==> config.mk <==
export PLATFORM = sky130hd
export DESIGN_NAME = evm_ballot_ctrl
export DESIGN_NICKNAME = d
export VERILOG_FILES = /design/src/rtl/evm_ballot_ctrl_pkg.sv /design/src/rtl/evm_ballot_ctrl_scan.sv /design/src/rtl/evm_ballot_ctrl.sv
export SDC_FILE = /design/constraint.sdc
export NUM_CORES = 1
export LEC_CHECK = 0
export CAP_MARGIN = 20
export CORE_ASPECT_RATIO = 0.8
export CORE_MARGIN = 5
export CORE_UTILIZATION = 52
export CTS_CLUSTER_DIAMETER = 80
export DETAILED_ROUTE_END_ITERATION = 7
export GPL_ROUTABILITY_DRIVEN = 0
export PLACE_DENSITY = 0.83
export SETUP_SLACK_MARGIN = 0.15
export SLEW_MARGIN = 20
export SYNTH_ARGS = -nofsm -noshare
export SYNTH_HDL_FRONTEND = slang
export SYNTH_SLANG_ARGS = --single-unit
==> constraint.sdc <==
create_clock -name clk -period 3.75 [get_ports clk]
set_input_delay 0.5625 -clock clk [delete_from_list [all_inputs] [get_ports clk]]
set_output_delay 0.5625 -clock clk [all_outputs]
set_load 0.02 [all_outputs]
==> src/rtl/evm_ballot_ctrl_pkg.sv <==
// Shared types and width helpers for the ballot controller.
// Holds the FSM state encoding and the IDX_W/TOT_W derivations.
package evm_ballot_ctrl_pkg;

  typedef enum logic [2:0] {
    S_IDLE,
    S_OPEN,
    S_LOCKED,
    S_SCAN,
    S_DONE
  } state_t;

  function automatic int idx_w(input int n);
    return (n < 2) ? 1 : $clog2(n);
  endfunction

  // N parties of at most 2^CNT_W-1 votes each fit in CNT_W+IDX_W bits.
  function automatic int tot_w(input int cnt_w, input int n);
    return cnt_w + idx_w(n);
  endfunction

endpackage

==> src/rtl/evm_ballot_ctrl_scan.sv <==
// Running-max scan over the tallies, one party index per start cycle.
// Ports: clk, rst, start, idx, cnt in; winner, tie, scan_done out.
module evm_tally_scan #(
  parameter int N_PARTY = 4,
  parameter int CNT_W   = 7,
  parameter int IDX_W   = 2
) (
  input  logic             clk,
  input  logic             rst,
  input  logic             start,
  input  logic [IDX_W-1:0] idx,
  input  logic [CNT_W-1:0] cnt,
  output logic [IDX_W-1:0] winner,
  output logic             tie,
  output logic             scan_done
);

  logic [CNT_W-1:0] max_q;

  assign scan_done = start && (idx == IDX_W'(N_PARTY - 1));

  always_ff @(posedge clk) begin
    if (rst) begin
      max_q  <= '0;
      winner <= '0;
      tie    <= 1'b0;
    end else if (start) begin
      if (idx == '0) begin
        max_q  <= cnt;
        winner <= '0;
        tie    <= 1'b0;
      end else if (cnt > max_q) begin
        max_q  <= cnt;
        winner <= idx;
        tie    <= 1'b0;
      end else if (cnt == max_q) begin
        tie    <= 1'b1;
      end
    end
  end

endmodule

==> src/rtl/evm_ballot_ctrl.sv <==
// Voting machine controller: session FSM, per-party tallies, result scan.
// Ports: session/cast inputs; ready, ack, tallies and scan results out.
module evm_ballot_ctrl
  import evm_ballot_ctrl_pkg::*;
#(
  parameter  int N_PARTY = 4,
  parameter  int CNT_W   = 7,
  localparam int IDX_W   = idx_w(N_PARTY),
  localparam int TOT_W   = tot_w(CNT_W, N_PARTY)
) (
  input  logic                     clk,
  input  logic                     rst,
  input  logic                     session_open,
  input  logic                     session_close,
  input  logic [N_PARTY-1:0]       voter_switch,
  input  logic                     cast,
  output logic                     ready,
  output logic [N_PARTY-1:0]       vote_indicator,
  output logic                     invalid,
  output logic [N_PARTY*CNT_W-1:0] counts,
  output logic [TOT_W-1:0]         total,
  output logic [N_PARTY-1:0]       sat,
  output logic                     done,
  output logic [IDX_W-1:0]         winner,
  output logic                     tie
);

  state_t state;
  state_t state_nx;

  logic             clr;
  logic             accept;
  logic             reject;
  logic             scan_go;
  logic             scan_last;
  logic             scan_rst;
  logic             one_hot;
  logic             hit_full;
  logic [IDX_W-1:0] scan_idx;
  logic [N_PARTY-1:0] full;
  logic [CNT_W-1:0] cnt_arr [N_PARTY];
  logic [CNT_W-1:0] cnt_sel;

  assign one_hot = (voter_switch != '0) &&
    ((voter_switch & (voter_switch - N_PARTY'(1))) == '0);

  always_comb begin
    state_nx = state;
    clr      = 1'b0;
    accept   = 1'b0;
    reject   = 1'b0;
    scan_go  = 1'b0;
    unique case (state)
      S_IDLE, S_DONE: begin
        if (session_open) begin
          clr      = 1'b1;
          state_nx = S_OPEN;
        end
      end
      S_OPEN: begin
        // close wins over a same-cycle cast
        if (session_close) begin
          state_nx = S_SCAN;
        end else if (cast) begin
          accept   = one_hot;
          reject   = !one_hot;
          state_nx = S_LOCKED;
        end
      end
      S_LOCKED: begin
        if (session_close) begin
          state_nx = S_SCAN;
        end else if (!cast) begin
          state_nx = S_OPEN;
        end
      end
      S_SCAN: begin
        scan_go = 1'b1;
        if (scan_last) begin
          state_nx = S_DONE;
        end
      end
      default: state_nx = S_IDLE;
    endcase
  end

  always_ff @(posedge clk) begin
    if (rst) begin
      state          <= S_IDLE;
      ready          <= 1'b0;
      done           <= 1'b0;
      invalid        <= 1'b0;
      vote_indicator <= '0;
      scan_idx       <= '0;
    end else begin
      state          <= state_nx;
      ready          <= (state_nx == S_OPEN);
      done           <= (state_nx == S_DONE);
      invalid        <= reject;
      vote_indicator <= accept ? voter_switch : '0;
      scan_idx       <= scan_go ? scan_idx + IDX_W'(1) : '0;
    end
  end

  for (genvar i = 0; i < N_PARTY; i++) begin : g_cnt
    logic [CNT_W-1:0] c;
    logic             s;

    assign full[i]    = &c;
    assign cnt_arr[i] = c;
    assign sat[i]     = s;
    assign counts[i*CNT_W +: CNT_W] = c;

    always_ff @(posedge clk) begin
      if (rst || clr) begin
        c <= '0;
        s <= 1'b0;
      end else if (accept && voter_switch[i]) begin
        if (full[i]) begin
          s <= 1'b1;
        end else begin
          c <= c + CNT_W'(1);
        end
      end
    end
  end

  // a vote into a saturated counter is acknowledged but not totalled
  assign hit_full = |(voter_switch & full);

  always_ff @(posedge clk) begin
    if (rst || clr) begin
      total <= '0;
    end else if (accept && !hit_full) begin
      total <= total + TOT_W'(1);
    end
  end

  assign cnt_sel  = cnt_arr[scan_idx];
  assign scan_rst = rst || clr;

  evm_tally_scan #(
    .N_PARTY (N_PARTY),
    .CNT_W   (CNT_W),
    .IDX_W   (IDX_W)
  ) u_scan (
    .clk       (clk),
    .rst       (scan_rst),
    .start     (scan_go),
    .idx       (scan_idx),
    .cnt       (cnt_sel),
    .winner    (winner),
    .tie       (tie),
    .scan_done (scan_last)
  );

endmodule

== Word level (Yosys, flattened, before mapping) ==
Index checks and enable logic that the tools add are counted.
Cells by class
  add/subtract/negate cells: 7
  multiply operators: 0
  div/mod/pow operators: 0
  order comparisons: 2
  equality and inequality tests: 8
  shift operators: 0
  muxes and demuxes: 23
  bitwise logic cells: 11
  reduce and logical (&&, ||, !) cells: 35
Operators by type and width (count)
  8-bit AND reduction: 4
  7-bit by 1-bit adder with 7-bit output (second input constant): 4
  7-bit 2-to-1 mux: 4
  7-bit AND reduction: 4
  3-bit 2-to-1 mux: 6
  7-bit binary-select mux with 2-bit select: 1
  3-bit case mux with 4 select lines: 1
  2-bit AND reduction: 6
  9-bit by 1-bit adder with 9-bit output (second input constant): 1
  1-bit 2-to-1 mux: 9
  4-bit AND: 2
  1-bit NOT: 8
  4-bit OR reduction: 2
  7-bit equality test: 1
  7-bit > comparator: 1
  1-bit logical AND: 7
  3-bit by 1-bit equality test with 1-bit output (second input constant): 2
  3-bit by 2-bit equality test with 1-bit output (second input constant): 2
  3-bit equality test (second input constant): 2
  2-bit OR reduction: 3
  4-bit logical NOT: 1
  2-bit 2-to-1 mux: 2
  4-bit nonzero test: 1
  4-bit by 1-bit subtractor with 4-bit output (second input constant): 1
  10 further kinds: 11
Word-level totals
  register bits after elaboration: 63
  latch bits: 0
  bits in writable memories: 0
  ROM bits: 0
  input port bits: 9
  output and inout bits: 51
  memories kept: 0

== Logic depth before layout (Yosys ltp) ==
Gate-level depths: netlist (run 1).
  depth in word-level cells: 9
  mapped depth: 10
  mapped depth without buffers: 9

== By module ==
Synthesis (run 1) repeated with hierarchy kept, for this count alone.
Unflattened totals
  cell total of the unflattened synthesis: 369
  area, all modules: 3275.6 µm²
By module, submodules not included
  evm_ballot_ctrl: times used 1, cells an instance 293, area each 2595.0 µm², sequential area each 1061.0 µm²
  evm_tally_scan: times used 1, cells an instance 76, area each 680.7 µm², sequential area each 200.2 µm²

== Worst setup path after synthesis (run 1) ==
Ideal clock, no wire load.
  path type: register -> register
  start point: reg scan_idx[1]
  end point: reg u_scan.max_q[0]
  arrival time: 2.705 ns
  data required time: 3.618 ns
  slack: 0.913 ns
  cell stages (with the launch flop): 9
  path buffers: 2
  path through: dfxtp_1 > clkbuf_1 > mux4_2 > ha_1 > nand4_1 > or4b_2 > clkbuf_1 > nand3_1 > a21oi_1
On the way
  longest elaborated chain between the ends: 7
RTL lines
  from (decl): line evm_ballot_ctrl.sv:39  | logic [IDX_W-1:0] scan_idx;
  from (signal assigned): line evm_ballot_ctrl.sv:101  | scan_idx <= scan_go ? scan_idx + IDX_W'(1) : '0;
  2-bit NOT with 3-bit output (not written as such): line evm_ballot_ctrl.sv:139  | assign cnt_sel = cnt_arr[scan_idx];
  7-bit binary-select mux with 2-bit select: line evm_ballot_ctrl.sv:139
  7-bit 2-to-1 mux (not written as such) (2 in a row): line evm_ballot_ctrl.sv:139
  net cnt_sel[6]: line evm_ballot_ctrl.sv:42  | logic [CNT_W-1:0] cnt_sel;
  7-bit > comparator: line evm_ballot_ctrl_scan.sv:32  | end else if (cnt > max_q) begin
  2-bit nonzero test (no line)
  2-bit AND reduction (no line)
  to (signal assigned): line evm_ballot_ctrl_scan.sv:29  | max_q <= cnt;
  to (signal assigned): line evm_ballot_ctrl_scan.sv:33  | max_q <= cnt;
  to (decl): line evm_ballot_ctrl_scan.sv:18  | logic [CNT_W-1:0] max_q;
The timed path passes the listed nets, and every way through them passes these cells. The select of a mux whose other input is x is not followed.
A chain may end at the register's enable or synchronous reset.

== Worst setup path after layout (run 1) ==
  start point: reg scan_idx[1]
  end point: reg u_scan.max_q[1]
On the way
  longest elaborated chain between the ends: 7
RTL lines (line)
  2-bit NOT with 3-bit output (not written as such) (*): evm_ballot_ctrl.sv:139
  7-bit binary-select mux with 2-bit select (*): evm_ballot_ctrl.sv:139
  7-bit 2-to-1 mux (not written as such) (*) (2 in a row): evm_ballot_ctrl.sv:139
  net cnt_sel[1]: evm_ballot_ctrl.sv:42
  7-bit > comparator: evm_ballot_ctrl_scan.sv:32
  2-bit nonzero test (no line)
  2-bit AND reduction (no line)
The timed path passes the listed nets; every way through them passes the cells marked *. The select of a mux whose other input is x is not followed.

==> results.txt, run 1 <==
----------------------------------------------------
[Run status]
  Result of the run ... complete, no violations

[Detailed routing]
  1st-iter DRT viols ... 226
  Routed via count divided by cell count ... around 5.7
  DRT antenna net count ... 0
  Total DRC errors in the routed layout ... 0
  Post-Route WL ... about 8000 um
  WL per Instance ... between 15 and 20 um
  Detailed-router iteration count before antenna repair ... 4
  Total via count in the routed design ... ~2,800

[Synthesis]
  Post-synthesis sequential element count ... 63
  Proportion of register bits with asynchronous set or reset after synthesis ... 0
  Synthesized instance count ... between 300 and 400
  Seq/Total Area, Yosys ... 0.406
  Main flop type after synthesis ... dfxtp_1
  Number of flops mapped to enable cells by yosys ... 0
  Warning count from the yosys run ... 0
  Netlist area before placement ... between 3000 and 4000 um2
  Number of distinct library cell variants in the gate-level netlist after synthesis ... 49
  Average cell area after synthesis ... 9.01 um2
  Synthesized Nets ... between 300 and 400

[CTS]
  Buffers inserted during post-CTS setup optimization ... 0
  Clk_lat worst skew ... 340 ps
  Clock slew seen by the registers of the worst setup and hold paths ... about 70 ps
  Master cell of the clock root buffer ... clkbuf_8
  Clock tree buffer depth ... 2
  Number of gates resized after cts ... 0
  Quantity of hold-fixing buffers added after cts ... 0
  Number of buffers created by CTS ... 9
  TritonCTS clock tree ... yes
  Clock sink total ... 63
  Depth of the CTS H-tree ... 3

[Setup path]
  Maximum net fanout on the critical path ... 10
  Category of cells accounting for the largest share of critical-path delay ... compound AO/OA/AOI/OAI gates
  Slowest Stage Delay on Critical Path ... roughly 630 ps
  Worst Path Buf+Inv ... 0
  CP cell instances ... mux4_2 -> ha_1 -> nor2b_1 -> o21ai_0 -> a21oi_1 -> o21ai_1 -> o21ai_0 -> a21oi_1
  Critical path required time ... approximately 4000 ps
  Element type at the critical path start ... flip-flop
  Category of the critical setup timing path ... flip-flop to flip-flop
  Worst Path Arrival ... about 3200 ps
  Crit-path slowest cell ... dfxtp_1
  Kind of end point of the critical path ... flip-flop

[Pwr]
  Leakage power ... ~1.4 nW
  Power density over the cells ... approximately 350 nW/um2
  Worst vdd ir ... ~0.24 mV

[Timing]
  Highest achievable clock rate ... ~0.34 GHz
  Setup repair after global routing missed its margin ... false
  Max-Slew Margin vs Limit ... 0.521
  Fin. Hold Viols ... 0
  Setup Skew ... between 5 and 6 ps
  Post-Route Hold Slack ... roughly 480 ps
  Slew at the pin closest to its max-slew limit ... between 700 and 800 ps
  Final setup violation count ... 0
  Tmin final ... roughly 2900 ps
  Final critical-path share of the clock period ... 0.774
  Final max-slew violation count ... 0
  Final-layout setup total negative slack ... 0 ps

[Floorplanning]
  Die footprint ... between 7000 and 8000 um2
  Initial cell density of the core ... 0.532
  Area inside the core boundary ... between 5000 and 6000 um2
  Vertical die dimension ... 79.2 um
  Die Span X ... just under 100 um
  Placement Rows ... 25
  I/O pin cnt ... 60

[GRT]
  Pin count of the biggest net entering global routing ... 42
  Busiest layer in global routing ... met2
  Via count of the first global-routing pass ... 2,754
  All-layer global routing usage ... 0.230
  GR Layer Usage met3 ... 0.0729
  Met2 global-route usage ... 0.340
  Total grt overflow ... 0
  GR met1 Demand/Resource ... 0.310
  Global-route wire length before repair ... around 13,000 um
  Number of antenna violations at the first check in global routing ... 0

[Placement]
  Number of I/O port buffers ... just under 60
  Detailed placer's ending HPWL ... slightly below 6000 um
  Dpl cells ... 471

[Final layout]
  Fin nets ... between 400 and 500
  Inserted Diodes ... 0
  Synth-to-layout area growth ... 26.8%
  Ratio of cells with drive above 1 in the final layout ... 0.0813
  Fillers ... 435
  Non-filler cells, final ... 487

[Run]
  # Max-Cap Violations ... 0

[Hold path]
  Hold Path Class ... flip-flop to flip-flop

----------------------------------------------------
==> flip-flops by register name (all words and copies together) (netlist names) <==
register,cells
g_cnt.c,28
total,9
u_scan.max_q,7
g_cnt.s,4
vote_indicator,4
state,3
scan_idx,2
u_scan.winner,2
done,1
invalid,1
ready,1
u_scan.tie,1
==> kinds of logic (layout without fill, tap and decap cells) <==
logic type	Yosys count	after routing	synth area share
fa+ha+maj	14	14	0.0563
compound gates	63	63	0.122
mux	11	11	0.0636
flops	63	63	0.406
xor+xnor	23	23	0.0648
simple gates	138	138	0.240
buf+inv	33	94	0.0475
==> power breakdown <==
group	total [W]	switching (W)	internal, W	leakage (nW)
sequential	0.000682	0.00000673	0.000675	0.508
combinational	0.0000984	0.0000640	0.0000344	0.765
clock	0.000610	0.000250	0.000359	0.109
==> layer usage <==
metal,vias to the layer above,share of wire
li1,1343,-
met1,1329,0.45
met2,103,0.46
met3,11,0.082
met4,0,0.015
met5,-,0
==> cells in the mapped netlist, drive strengths merged (5+ instances only) <==
cell | instances | area [um2]
nor2 | 47 | 176
nor3 | 8 | 56.3
or3 | 7 | 43.8
nand3 | 19 | 95.1
and3 | 7 | 43.8
nand2 | 15 | 56.3
inv | 17 | 63.8
o21ai | 18 | 90.1
xor2 | 16 | 140
a21oi | 25 | 125
mux4 | 7 | 158
ha | 14 | 175
nand4 | 14 | 87.6
nor4 | 5 | 67.6
xnor2 | 7 | 61.3
dfxtp | 63 | 1260
clkbuf | 10 | 37.5
buf | 6 | 46.3
==> worst paths after layout <==
kind / from / to / slack, ps / depth (start not counted)
setup / recovery: scan_idx[1] / u_scan.max_q[1] / 850 / 8
hold / removal: g_cnt[2].s / g_cnt[2].s / 480 / 2
setup reg to reg: scan_idx[1] / u_scan.max_q[1] / 850 / 8
hold reg to reg: g_cnt[2].s / g_cnt[2].s / 480 / 2
==> cell type report <==
cell class,count,area [um2],area share
timing repair buffer,61,606,0.154
sequential,63,1260,0.320
inverter,17,63.8,0.0162
clock buffer,13,169,0.0429
multi-input combinational,249,1700,0.431
tap,81,101,0.0257
clock inverter,3,40.0,0.0102
==> metrics by stage <==
stage / setup slack [ps] / area [um2] / util / power, W
after floorplan: 913 / 3110 / - / 0.000762
after global placement: 901 / 3730 / 0.638 / 0.000790
after detailed placement: 849 / 3730 / 0.638 / 0.000793
after CTS: 851 / 3940 / 0.674 / 0.00140
after global routing: 461 / 3940 / 0.674 / 0.00144
final: 848 / 3940 / 0.674 / 0.00139
==> placed cells by master (no fill, tap or decap), types with 2 or more instances in the layout <==
master / n
nand2_1: 15
nand2b_1: 4
and3_1: 7
nor2_1: 47
nor2b_1: 2
inv_1: 17
o211ai_1: 3
a31oi_1: 2
buf_4: 2
xnor2_1: 7
ha_1: 14
a211oi_1: 3
mux4_2: 7
dfxtp_1: 63
clkbuf_8: 12
nand4_1: 14
a21oi_1: 25
nor4_4: 2
mux2i_1: 4
and2_1: 3
nand3_1: 19
clkinv_2: 2
or3_1: 7
o21ai_0: 17
nor3_1: 6
xor2_1: 16
a21o_1: 2
clkdlybuf4s50_1: 59
nor4_1: 2
o41ai_1: 2
==> worst min-delay path, cell delays in order, from the launching register on <==
cell and delay (ps):
dfxtp_1 330, a21oi_1 40, nor2_1 70
(Power assumes the default switching activity.)
==> inputs of run 2 (changes only) <==
- clock period: 3.75 -> 3 ns (I/O delays scaled with it)
==> run 2 against run 1 <==
Against the previous run: sequential share of layout area decreased by 0.33 points; critical path depth decreased by 2; combinational power increased by 30%; clock skew decreased by 1.2 ps; via count increased by 3.7%; sequential power increased by 25%; routed wire length increased by 4.0%; die area unchanged.
==> results.txt, run 2 (synthesis results as in run 1) <==
----------------------------------------------------
[Setup path]
  Critical path required time ... 3200 ps (was 4020 ps)
  Category of cells accounting for the largest share of critical-path delay ... simple AND/OR/NAND/NOR gates (was compound AO/OA/AOI/OAI gates)
  Maximum net fanout on the critical path ... 9 (was 10)
  Worst Path Arrival ... 2990 ps (was 3170 ps)
  Category of the critical setup timing path ... flip-flop to flip-flop (unchanged)
  CP cell instances ... mux4_2 -> ha_1 -> nand4_1 -> or4b_2 -> nand3_1 -> a21oi_1 (was mux4_2 -> ha_1 -> nor2b_1 -> o21ai_0 -> a21oi_1 -> o21ai_1 -> o21ai_0 -> a21oi_1)
  Worst reg-to-reg path cell count ... 6 (was 8)
  Crit. Startpoint ... scan_idx[1] (unchanged)
  Endpoint of the most critical register-to-register path ... u_scan.max_q[6] (was u_scan.max_q[1])
  Worst setup endpoint ... u_scan.max_q[6] (was u_scan.max_q[1])
  Path length in cells of the critical path ... 6 (was 8)
  Crit-path slowest cell ... or4b_2 (was dfxtp_1)
  R2r startpoint ... scan_idx[1] (unchanged)
  Worst Path Buf+Inv ... 0 (unchanged)
  Reg-to-reg slack, setup ... 210 ps (was 850 ps)
  Element type at the critical path start ... flip-flop (unchanged)
  Slowest Stage Delay on Critical Path ... 820 ps (was 630 ps)
  Kind of end point of the critical path ... flip-flop (unchanged)

[CTS]
  Buffers inserted during post-CTS setup optimization ... 0 (unchanged)
  Clock slew seen by the registers of the worst setup and hold paths ... 70 ps (about the same)
  Clk_lat worst skew ... 340 ps (about the same)
  Number of buffers created by CTS ... 9 (unchanged)
  Clock sink total ... 63 (unchanged)
  Clock tree buffer depth ... 2 (unchanged)
  Depth of the CTS H-tree ... 3 (unchanged)
  TritonCTS clock tree ... yes (unchanged)
  Master cell of the clock root buffer ... clkbuf_8 (unchanged)

[Final layout]
  Largest registers in the final layout ... g_cnt.c (28), total (9), u_scan.max_q (7) (unchanged)
  Top library cells by usage in the layout, fill and taps aside ... dfxtp_1 (62), clkdlybuf4s50_1 (59), nor2_1 (47), a21oi_1 (25), nand3_1 (19) (was dfxtp_1 (63), clkdlybuf4s50_1 (59), nor2_1 (47), a21oi_1 (25), nand3_1 (19))
  Fillers ... 456 (was 435)
  Synth-to-layout area growth ... 28.2% (was 26.8%)
  Sequential standard cell area ... 1260 um2 (about the same)
  Largest register by flop count ... g_cnt.c (unchanged)
  Ratio of cells with drive above 1 in the final layout ... 0.102 (was 0.0813)
  Fin nets ... 431 (was 424)
  Post-layout util ... 0.681 (was 0.674)
  Flip-flop count of the largest register after layout ... 28 (unchanged)
  Inserted Diodes ... 0 (unchanged)
  Most common library cell in the layout ignoring fill and taps ... dfxtp_1 (unchanged)
  Multi-input logic area ... 1700 um2 (about the same)

[Timing]
  Final max-slew violation count ... 0 (unchanged)
  Setup Skew ... 4.59 ps (was 5.80 ps)
  Final setup violation count ... 0 (unchanged)
  Fin. Hold Viols ... 0 (unchanged)
  Final critical-path share of the clock period ... 0.931 (was 0.774)
  Max-Slew Margin vs Limit ... 0.511 (was 0.521)
  Tmin final ... 2790 ps (was 2900 ps)
  Slew at the pin closest to its max-slew limit ... 731 ps (was 716 ps)
  Highest achievable clock rate ... 0.358 GHz (was 0.345 GHz)
  Setup repair after global routing missed its margin ... false (unchanged)
  Final-layout setup total negative slack ... 0 ps (unchanged)

[Floorplanning]
  I/O pin cnt ... 60 (unchanged)
  Placement Rows ... 25 (unchanged)
  Area inside the core boundary ... 5850 um2 (unchanged)
  Die footprint ... 7630 um2 (unchanged)
  Initial cell density of the core ... 0.532 (unchanged)
  Die Span X ... 96.5 um (unchanged)
  Vertical die dimension ... 79.2 um (unchanged)

[Placement]
  Number of I/O port buffers ... 59 (unchanged)
  Detailed placer's ending HPWL ... 6050 um (was 5860 um)

[Pwr]
  Relative contribution of the clock network to total power ... 0.429 (was 0.439)
  Switching share of power ... 0.245 (was 0.231)
  Power density over the cells ... 430 nW/um2 (was 353 nW/um2)
  Worst vdd ir ... 0.308 mV (was 0.237 mV)
  Leakage power ... 1.40 nW (was 1.38 nW)
  Psw ... 0.000420 W (was 0.000321 W)
  Internal Dissipation ... 0.00129 W (was 0.00107 W)
  Share of power burned in registers ... 0.497 (was 0.491)
  Combinational power share ... 0.074 (was 0.071)

[GRT]
  GR Layer Usage met3 ... 0.0919 (was 0.0729)
  Pin count of the biggest net entering global routing ... 49 (was 42)
  Busiest layer in global routing ... met2 (unchanged)
  Met2 global-route usage ... 0.346 (was 0.340)
  Via count of the first global-routing pass ... 2,862 (was 2,754)
  Total grt overflow ... 0 (unchanged)
  Global-route wire length before repair ... 13,600 um (was 13,500 um)
  Number of antenna violations at the first check in global routing ... 0 (unchanged)
  All-layer global routing usage ... 0.233 (was 0.230)
  GR met1 Demand/Resource ... 0.296 (was 0.310)

[Run status]
  Result of the run ... complete, no violations (unchanged)

[Detailed routing]
  Total DRC errors in the routed layout ... 0 (unchanged)
  DRT antenna net count ... 0 (unchanged)
  Detailed-router iteration count before antenna repair ... 6 (was 4)
  Total via count in the routed design ... 2,888 (was 2,786)
  Routed via count divided by cell count ... 5.85 (was 5.72)
  WL per Instance ... 16.7 um (was 16.3 um)
  1st-iter DRT viols ... 174 (was 226)
  Post-Route WL ... 8250 um (was 7940 um)

[Run]
  # Max-Cap Violations ... 0 (unchanged)

[Hold path]
  Worst hold stages ... 2 (unchanged)
  Hold Path Class ... flip-flop to flip-flop (unchanged)

----------------------------------------------------
[run 2: cell types whose count changed in the layout (fill, tap and decap cells not counted), sizes merged]
cell	before	now
clkinv	2	1
clkinvlp	0	3
clkbuf	13	11
buf	2	9
[run 2: cell type report]
cell class	instances	area share
Sequential cell	63	0.317
Tap cell	81	0.0254
Inverter	17	0.0160
Clock inverter	5	0.0144
Clock buffer	11	0.0355
Timing Repair Buffer	68	0.165
Multi-Input combinational cell	249	0.427
[run 2: power groups by stage]
stage | Sequential [W] | Combinational [W] | Clock [W]
global route | 0.000852 | 0.000138 | 0.000791
CTS | 0.000851 | 0.000127 | 0.000747
floorplan | 0.000873 | 0.0000792 | 0
global placement | 0.000870 | 0.000121 | 0
detailed placement | 0.000871 | 0.000126 | 0
finish | 0.000852 | 0.000128 | 0.000735
[run 2: worst min path at each step]
stage	from	to
after global routing	u_scan.max_q[6]	u_scan.max_q[6]
after floorplan	g_cnt[0].s	g_cnt[0].s
after detailed placement	u_scan.max_q[1]	u_scan.max_q[1]
after global placement	g_cnt[3].s	g_cnt[3].s
final	u_scan.max_q[1]	u_scan.max_q[1]
after CTS	u_scan.max_q[1]	u_scan.max_q[1]
[run 2: metal layers]
layer,wire (um),vias up
met5,0,-
met4,271,0
met3,574,27
met2,3740,140
met1,3670,1368
li1,-,1353
[run 2: worst register-to-register path: stages, from the launching register on]
cell and delay (ps):
dfxtp_2 490, mux4_2 570, ha_1 340, nand4_1 190
or4b_2 820, nand3_1 170, a21oi_1 80
[run 2: repair_timing]
| action | CTS | global route |
|---|---|---|
| endpoints found under the setup margin | 9 | 1 |
| hold buffers | 0 | 0 |
| pin swaps | 0 | 0 |
| resized for setup | 1 | 1 |
[run 2: through the flow]
step           instances  total power [W]  area (um2)  hold WS [ps]  setup slack (ps)
2_1_floorplan        345         0.000952        3110           438               163
3_3_place_gp         478         0.000991        3780           449               222
3_5_place_dp         478         0.000997        3780           467              98.3
4_1_cts              494          0.00172        3990           476               260
5_1_grt              494          0.00178        3990           509               155
6_report             494          0.00172        3990           478               208
==> inputs of run 3 (changes only) <==
- CORE_UTILIZATION: 52 -> 54
- CTS_BUF_LIST: unset -> sky130_fd_sc_hd__clkbuf_8
- PLACE_DENSITY: 0.83 -> 0.87
==> run 3 against run 2 <==
Against the previous run: sequential power is essentially flat; sequential share of layout area down 0.25 points; first-iteration DRC count up 60%; core utilization up 4.6 points; critical path type unchanged; fmax rose by 5.2%.
==> results.txt, run 3 (synthesis results as in run 1) <==
----------------------------------------------------
[Timing]
  Tmin final ... 2650 ps (was 2790 ps)
  Setup Skew ... 10.4 ps (was 4.59 ps)
  Final max-slew violation count ... 0 (unchanged)
  Highest achievable clock rate ... 0.377 GHz (was 0.358 GHz)
  Slew at the pin closest to its max-slew limit ... 703 ps (was 731 ps)
  Final critical-path share of the clock period ... 0.885 (was 0.931)
  Max-Slew Margin vs Limit ... 0.530 (was 0.511)
  Final setup violation count ... 0 (unchanged)
  Fin. Hold Viols ... 0 (unchanged)
  Setup repair after global routing missed its margin ... false (unchanged)
  Post-route setup slack ... 346 ps (was 208 ps)
  Final-layout setup total negative slack ... 0 ps (unchanged)
  Post-Route Hold Slack ... 482 ps (was 478 ps)

[Detailed routing]
  Total via count in the routed design ... 2,885 (was 2,888)
  DRT antenna net count ... 0 (unchanged)
  Total DRC errors in the routed layout ... 0 (unchanged)
  Routed via count divided by cell count ... 5.88 (was 5.85)
  1st-iter DRT viols ... 278 (was 174)
  Post-Route WL ... 8340 um (was 8250 um)
  WL per Instance ... 17.0 um (was 16.7 um)
  Detailed-router iteration count before antenna repair ... 5 (was 6)

[Final layout]
  Most common library cell in the layout ignoring fill and taps ... dfxtp_1 (unchanged)
  Flip-flop count of the largest register after layout ... 28 (unchanged)
  Synth-to-layout area growth ... 29.2% (was 28.2%)
  Largest register by flop count ... g_cnt.c (unchanged)
  Top library cells by usage in the layout, fill and taps aside ... dfxtp_1 (62), clkdlybuf4s50_1 (59), nor2_1 (47), a21oi_1 (25), nand3_1 (19) (unchanged)
  Ratio of cells with drive above 1 in the final layout ... 0.102 (unchanged)
  Non-filler cells, final ... 491 (was 494)
  Inserted Diodes ... 0 (unchanged)
  Largest registers in the final layout ... g_cnt.c (28), total (9), u_scan.max_q (7) (unchanged)
  Fin nets ... 431 (unchanged)

[CTS]
  Clock sink total ... 63 (unchanged)
  Clock slew seen by the registers of the worst setup and hold paths ... 70 ps (about the same)
  TritonCTS clock tree ... yes (unchanged)
  Depth of the CTS H-tree ... 3 (unchanged)
  Master cell of the clock root buffer ... clkbuf_8 (unchanged)
  Clock tree buffer depth ... 2 (unchanged)
  Clk_lat worst skew ... 340 ps (about the same)
  Quantity of hold-fixing buffers added after cts ... 0 (unchanged)
  Number of buffers created by CTS ... 9 (unchanged)

[GRT]
  Pin count of the biggest net entering global routing ... 50 (was 49)
  Via count of the first global-routing pass ... 2,848 (was 2,862)
  Global-route wire length before repair ... 13,800 um (was 13,600 um)
  Number of antenna violations at the first check in global routing ... 0 (unchanged)
  Met2 global-route usage ... 0.377 (was 0.346)
  GR Layer Usage met3 ... 0.0764 (was 0.0919)
  GR met1 Demand/Resource ... 0.298 (was 0.296)
  Total grt overflow ... 0 (unchanged)
  Busiest layer in global routing ... met2 (unchanged)
  All-layer global routing usage ... 0.239 (was 0.233)

[Setup path]
  Worst Path Arrival ... 2890 ps (was 2990 ps)
  CP cell instances ... mux4_2 -> ha_1 -> nor2b_1 -> o21ai_0 -> a21oi_1 -> o21a_1 -> nand2_1 -> o41ai_1 (was mux4_2 -> ha_1 -> nand4_1 -> or4b_2 -> nand3_1 -> a21oi_1)
  Category of cells accounting for the largest share of critical-path delay ... compound AO/OA/AOI/OAI gates (was simple AND/OR/NAND/NOR gates)
  Worst reg-to-reg path cell count ... 8 (was 6)
  Worst Path Buf+Inv ... 0 (unchanged)
  Crit-path slowest cell ... mux4_2 (was or4b_2)
  Slowest Stage Delay on Critical Path ... 610 ps (was 820 ps)
  Element type at the critical path start ... flip-flop (unchanged)
  Category of the critical setup timing path ... flip-flop to flip-flop (unchanged)
  Kind of end point of the critical path ... flip-flop (unchanged)
  Maximum net fanout on the critical path ... 9 (unchanged)
  Critical path required time ... 3240 ps (was 3200 ps)
  Path length in cells of the critical path ... 8 (was 6)

[Floorplanning]
  Vertical die dimension ... 77.9 um (was 79.2 um)
  Initial cell density of the core ... 0.563 (was 0.532)
  Die Span X ... 94.8 um (was 96.5 um)
  Die footprint ... 7380 um2 (was 7630 um2)
  Placement Rows ... 24 (was 25)
  I/O pin cnt ... 60 (unchanged)
  Area inside the core boundary ... 5530 um2 (was 5850 um2)

[Pwr]
  Power density over the cells ... 454 nW/um2 (was 430 nW/um2)
  Leakage power ... 1.42 nW (was 1.40 nW)
  Worst vdd ir ... 0.439 mV (was 0.308 mV)

[Hold path]
  Hold Path Class ... flip-flop to flip-flop (unchanged)
  Worst hold stages ... 2 (unchanged)

[Placement]
  Number of I/O port buffers ... 59 (unchanged)
  Detailed placer's ending HPWL ... 6000 um (was 6050 um)
  Setup slack at placement ... 62.9 ps (was 98.3 ps)
  Dpl cells ... 475 (was 478)

[Run status]
  Result of the run ... complete, no violations (unchanged)

[Run]
  # Max-Cap Violations ... 0 (unchanged)

----------------------------------------------------
run 3: cell count changes in the layout (fill, tap and decap cells not counted), sizes merged:
cell      previous run  this run
clkinvlp             3         2
bufinv               1         2
run 3: path summary, 6_finish.rpt:
path | to | from | slack, ps
max reg2reg | u_scan.winner[1] | scan_idx[1] | 350
max | u_scan.winner[1] | scan_idx[1] | 350
min | u_scan.max_q[2] | u_scan.max_q[2] | 480
min reg2reg | u_scan.max_q[2] | u_scan.max_q[2] | 480
run 3: what timing repair did:
action,in CTS,in global routing
buffers inserted,0,0
setup endpoints to repair,9,9
resized for setup,1,1
run 3: per-layer routing:
layer,share of wire,wire (um)
met1,0.43,3590
met2,0.45,3750
met3,0.080,665
met4,0.040,337
met5,0,0
run 3: power breakdown:
part	internal, W	switching [W]
clock	0.000511	0.000331
combinational	0.0000476	0.0000805
sequential	0.000844	0.00000811
run 3: stage by stage:
step | area [um2] | utilization | power, W
after detailed placement | 3780 | 0.684 | 0.000996
after global routing | 4020 | 0.727 | 0.00190
final | 4020 | 0.727 | 0.00182
after CTS | 4010 | 0.726 | 0.00183
after global placement | 3780 | 0.684 | 0.000993
after floorplan | 3110 | - | 0.000952
run 3: cell type report:
type	count	area, um2
multi-input combinational	249	1700
fill	442	1510
sequential	63	1260
timing repair buffer	68	658
clock buffer	11	151
tap	78	97.6
clock inverter	5	80.1
inverter	17	63.8
run 3: worst min-delay path, stage by stage, from the launching register on:
cell and delay (ps):
dfxtp_1 310, o21ai_0 60, a21oi_1 60
